## src/rtl/hammerblade_sim_controller.sv

```systemverilog
// Simulation-run controller: delayed reset, saturating run-cycle counter and
// run termination on all-channels-done, cycle timeout or network idle.
module hammerblade_sim_controller #(
    parameter int num_channels_p   = 4,
    parameter int reset_delay_p    = 3,
    parameter int ctr_width_p      = 32,
    parameter int timeout_cycles_p = 100000,
    parameter int idle_limit_p     = 1000
) (
    input  logic                      clk_i,
    input  logic                      reset_i,
    input  logic [num_channels_p-1:0] activity_i,
    input  logic [num_channels_p-1:0] done_i,
    output logic                      reset_o,
    output logic [ctr_width_p-1:0]    ctr_o,
    output logic [num_channels_p-1:0] done_r_o,
    output logic [1:0]                state_o,
    output logic                      finish_o,
    output logic                      timeout_o,
    output logic                      idle_o
);
    // Extra headroom keeps the width non-zero when idle detection is disabled.
    localparam int idle_w_lp = $clog2(idle_limit_p + 2);
    localparam logic [ctr_width_p-1:0] timeout_last_lp = ctr_width_p'(timeout_cycles_p - 1);
    localparam logic [idle_w_lp-1:0]   idle_limit_lp   = idle_w_lp'(idle_limit_p);
    localparam logic [idle_w_lp-1:0]   idle_last_lp    = idle_w_lp'(idle_limit_p - 1);

    typedef enum logic [1:0] {
        st_reset = 2'd0,
        st_run   = 2'd1,
        st_done  = 2'd2
    } state_e;

    state_e                    state;
    logic [reset_delay_p-1:0]  rst_pipe;
    logic [idle_w_lp-1:0]      idle_cnt;
    logic [num_channels_p-1:0] done_all;
    logic                      quiet;
    logic                      hit_timeout;
    logic                      hit_idle;

    // Deliberately unreset so that a reset_i pulse always propagates.
    always_ff @(posedge clk_i) begin
        rst_pipe[0] <= reset_i;
        for (int i = 1; i < reset_delay_p; i++) begin
            rst_pipe[i] <= rst_pipe[i-1];
        end
    end

    assign reset_o     = rst_pipe[reset_delay_p-1];
    assign state_o     = state;
    assign done_all    = done_r_o | done_i;
    assign quiet       = ~|activity_i;
    assign hit_timeout = (timeout_cycles_p != 0) && (ctr_o == timeout_last_lp);
    assign hit_idle    = (idle_limit_p != 0) && quiet && (idle_cnt == idle_last_lp);

    always_ff @(posedge clk_i) begin
        if (reset_o) begin
            state     <= st_reset;
            ctr_o     <= '0;
            done_r_o  <= '0;
            finish_o  <= 1'b0;
            timeout_o <= 1'b0;
            idle_o    <= 1'b0;
            idle_cnt  <= '0;
        end else begin
            case (state)
                st_reset: begin
                    state    <= st_run;
                    finish_o <= 1'b0;
                end
                st_run: begin
                    done_r_o <= done_all;
                    finish_o <= 1'b0;
                    if (ctr_o != '1) begin
                        ctr_o <= ctr_o + 1'b1;
                    end
                    if (!quiet) begin
                        idle_cnt <= '0;
                    end else if (idle_cnt != idle_limit_lp) begin
                        idle_cnt <= idle_cnt + 1'b1;
                    end
                    // Completion outranks timeout, which outranks idle.
                    if (&done_all) begin
                        state    <= st_done;
                        finish_o <= 1'b1;
                    end else if (hit_timeout) begin
                        state     <= st_done;
                        finish_o  <= 1'b1;
                        timeout_o <= 1'b1;
                    end else if (hit_idle) begin
                        state    <= st_done;
                        finish_o <= 1'b1;
                        idle_o   <= 1'b1;
                    end
                end
                default: begin
                    finish_o <= 1'b0;
                end
            endcase
        end
    end
endmodule

```

## config.mk

```make
export PLATFORM = sky130hd
export DESIGN_NAME = hammerblade_sim_controller
export DESIGN_NICKNAME = d
export VERILOG_FILES = /design/src/rtl/hammerblade_sim_controller.sv
export SDC_FILE = /design/constraint.sdc
export NUM_CORES = 1
export LEC_CHECK = 0
export BUFFER_PORTS_ARGS = -buffer_cell sky130_fd_sc_hd__buf_4
export CAP_MARGIN = 10
export CORE_UTILIZATION = 30
export CTS_BUF_LIST = sky130_fd_sc_hd__clkbuf_8
export DETAILED_ROUTE_END_ITERATION = 16
export SLEW_MARGIN = 30
export SYNTH_ARGS = -nofsm -noshare
export SYNTH_HDL_FRONTEND = slang
export SYNTH_SLANG_ARGS = --single-unit
```

## constraint.sdc

```tcl
create_clock -name clk_i -period 2.3 [get_ports clk_i]
set_input_delay 0.46 -clock clk_i [delete_from_list [all_inputs] [get_ports clk_i]]
set_output_delay 0.46 -clock clk_i [all_outputs]
set_load 0.01 [all_outputs]
```

==> impl_metrics.csv <==
group,metric,value,unit
status,status,"finished clean",
worst_setup_path,worstSetupPathType,"reg2reg",
clocking,cts_buffers,5,
synth,synthTopCellsByArea,"dfxtp_1 41%, nor2_1 6.6%, xor2_1 5.4%, a21oi_1 3.6%, nor4_1 2.9%",
final_layout,area_delta_synth_final,33.2,%
routing,detail-route-antenna-nets,0,
routing,via_per_inst,5.14,
worst_setup_path,critPathLaunchType,"flop",
clocking,postCtsResizedCells,0,
global_routing,grt_pass1_vias,2373,
die,die_w,95.4,µm
synth,netlist_area,2620,µm²
clocking,cts-root-buf,"clkbuf_8",
clocking,cts_tree,"yes",
global_routing,grt_pass1_wl,11600,µm
pwr,power.density,506,nW/µm²
worst_setup_path,cp_slowest_cell,"or4_4",
synth,synth.yosys.seq_area_share,0.413,
worst_hold_path,hold_path.class,"in2reg",
timing,setup_viol,0,
clocking,htree_levels,2,
worst_setup_path,cp_slowest_stage_delay,0.60,ns
place,dpl.hpwl,5270,µm
pwr,p_leak,1.37,nW
clocking,cts_setup_buffers,0,
pwr,switchingPower,0.416,mW
synth,synth_seq_cells,54,
job,maxCapViolCount,0,
synth,yosysTopAreaCellShare,0.413,
global_routing,grt_max_degree,28,
worst_setup_path,path_max_fanout,7,
synth,ys_async_sr_fraction,0,
synth,syn_inst,299,
pwr,p_total,1.76,mW
timing,tightest_slew,0.550,ns
clocking,clock_latency,0.32,ns
routing,detail_route.first_pass.iterations,4,
final_layout,drive_gt1_frac,0.299,
synth,synth_edf_count,0,
die,io_pins,52,
die,placementRows,33,
die,core_area,8340,µm²
synth,synth_area_leader_cell,"dfxtp_1",
timing,fmax,0.460,GHz
die,dieArea,9090,µm²
clocking,hold_buffers,0,
routing,wl,6880,µm
timing,hold_viol,0,
pwr,intPower,1.35,mW
global_routing,antenna_found_initial,0,
place,gp_congestion,0.817,
timing,finalCritPeriodShare,0.945,
worst_setup_path,path_buf_inv,0,
final_layout,design_area,3480,µm²
worst_setup_path,crit_arrival,2.43,ns
final_layout,num_antenna_cells,0,
synth,ys_warn_count,0,
worst_setup_path,critical_path.top_delay_family,"simple AND/OR/NAND/NOR gates",
global_routing,grt_usage,0.164,
global_routing,grt.overflow.total,0,
timing,fin_crit,2.17,ns
timing,setup_ws,0.127,ns
place,dp_slack,0.0801,ns
synth,synth_nets,312,
worst_setup_path,path_cells,"nand4_2 -> or4_4 -> or3_4 -> or4_1 -> a21oi_1",
pwr,seqPwrFrac,0.547,
synth,yosys.cell_types.count,51,
pwr,power_frac_comb,0.086,
pwr,swShare,0.236,
routing,drt_iter0_markers,145,
routing,wl_per_cell,14.0,µm
worst_setup_path,critPathCaptureType,"flop",
synth,syn_avg_cell_area,8.75,µm²
place,place_area,3360,µm²
clocking,clk_pin_slew,0.10,ns
pwr,clockPowerShare,0.367,
clocking,clock_path_buffers,2,
routing,post-route-drc-count,0,
die,fp.dieH,95.4,µm
clocking,cts.sinks,54,
pwr,ir_worst_vdd,0.196,mV
timing,setup_tns,0,ns
synth,ys.flop_type,"dfxtp_1",
routing,vias,2521,
worst_setup_path,cp_data_required_time,2.56,ns
timing,skew,0.0100,ns
place,numPortBuffers,51,
timing,maxSlewHeadroom,0.630,
final_layout,final_nets,397,
die,start_util,0.314,
timing,final_max_slew_viol_count,0,
timing,grt_setup_unrepaired,"false",
[worst reg2reg max path, stage by stage, from the launching register on]
cell and delay (ns):
dfxtp_1 0.42, nand4_2 0.14, or4_4 0.60, or3_4 0.41
or4_1 0.40, a21oi_1 0.14
[cells by family (layout without fill, tap and decap cells)]
logic type | count (synthesis) | in the layout | synth area share
compound gates | 56 | 56 | 0.146
mux | 7 | 7 | 0.0287
fa+ha+maj | 3 | 3 | 0.0144
simple gates | 138 | 138 | 0.290
buf+inv | 21 | 107 | 0.0402
flops | 54 | 54 | 0.413
xor+xnor | 20 | 20 | 0.0670
[power groups by stage]
stage / sequential [mW] / combinational, mW / clock (mW)
CTS: 0.965 / 0.153 / 0.671
global route: 0.968 / 0.167 / 0.718
detailed placement: 0.987 / 0.153 / 0
global placement: 0.986 / 0.150 / 0
finish: 0.965 / 0.151 / 0.647
floorplan: 0.997 / 0.0709 / 0
[state kept, by name, indices dropped and copies added (netlist names)]
name	flops
ctr_o	32
idle_cnt	10
done_r_o	4
rst_pipe	3
state_o	2
finish_o	1
idle_o	1
timeout_o	1
[through the flow]
step	utilization	std cells	hold slack, ns
3_5_place_dp	0.403	482	0.315
3_3_place_gp	0.403	482	0.311
5_1_grt	0.418	490	0.222
4_1_cts	0.417	490	0.234
6_report	0.418	490	0.246
2_1_floorplan	-	299	0.310
[layer usage]
metal	up-vias	GRT usage	share of wire
met2	60	0.256	0.45
met1	1180	0.227	0.49
met4	0	0.0480	0.0094
met5	-	0	0
met3	5	0.0319	0.049
li1	1276	-	-
[layout make-up]
type                    count  area [µm²]
clock buffers               5        68.8
clock inverters             3        45.0
fillers                   845        4860
inverters                   9        33.8
multi-input cells         224        1430
flip-flops and latches     54        1080
well taps                 105         131
repair buffers             90         688
[worst paths after layout]
path / depth (start not counted) / slack (ns) / end / from
worst min-delay path: 1 / 0.25 / rst_pipe[0]$_DFF_P_ / reset_i
worst max register to register: 5 / 0.13 / ctr_o[30]$_SDFFE_PP0P_ / ctr_o[21]$_SDFFE_PP0P_
worst max-delay path: 5 / 0.13 / ctr_o[30]$_SDFFE_PP0P_ / ctr_o[21]$_SDFFE_PP0P_
worst min register to register: 0 / 0.34 / rst_pipe[2]$_DFF_P_ / rst_pipe[1]$_DFF_P_
[layout by cell type (no fill, tap or decap), drive strengths merged, types with 4 or more instances in the layout]
cell     count
xnor2        4
o2111ai      6
nand3        9
nand2       12
nor4        12
buf         90
or3         13
nand4       11
or4          7
mux2         4
and3         6
clkbuf       5
nor2        46
nor3         8
o21ai        9
o311ai       4
o31ai        8
dfxtp       54
a21oi       19
xor2        16
inv          9
[Yosys cell counts, types with 2 or more instances]
library cell   n
nor3_1         8
o311ai_0       3
o22ai_1        2
and4b_1        2
nand2b_1       2
nand2_1       11
o31ai_1        6
and3_1         5
nand4b_1       2
nand4_2        2
nand4_1        9
ha_1           3
dfxtp_1       54
or3_1         12
or4_1          5
a211oi_1       2
xor2_1        16
a21oi_1       19
buf_6          3
mux2_2         4
nor2_1        46
nor4_1        12
inv_1          9
o2111ai_1      6
xnor2_1        4
clkbuf_1       5
nor2b_1        2
or4_4          2
o21ai_0        9
nand3_1        9
nor4b_1        2
clkbuf_2       2
mux2i_1        3
(Power assumes the default switching activity.)
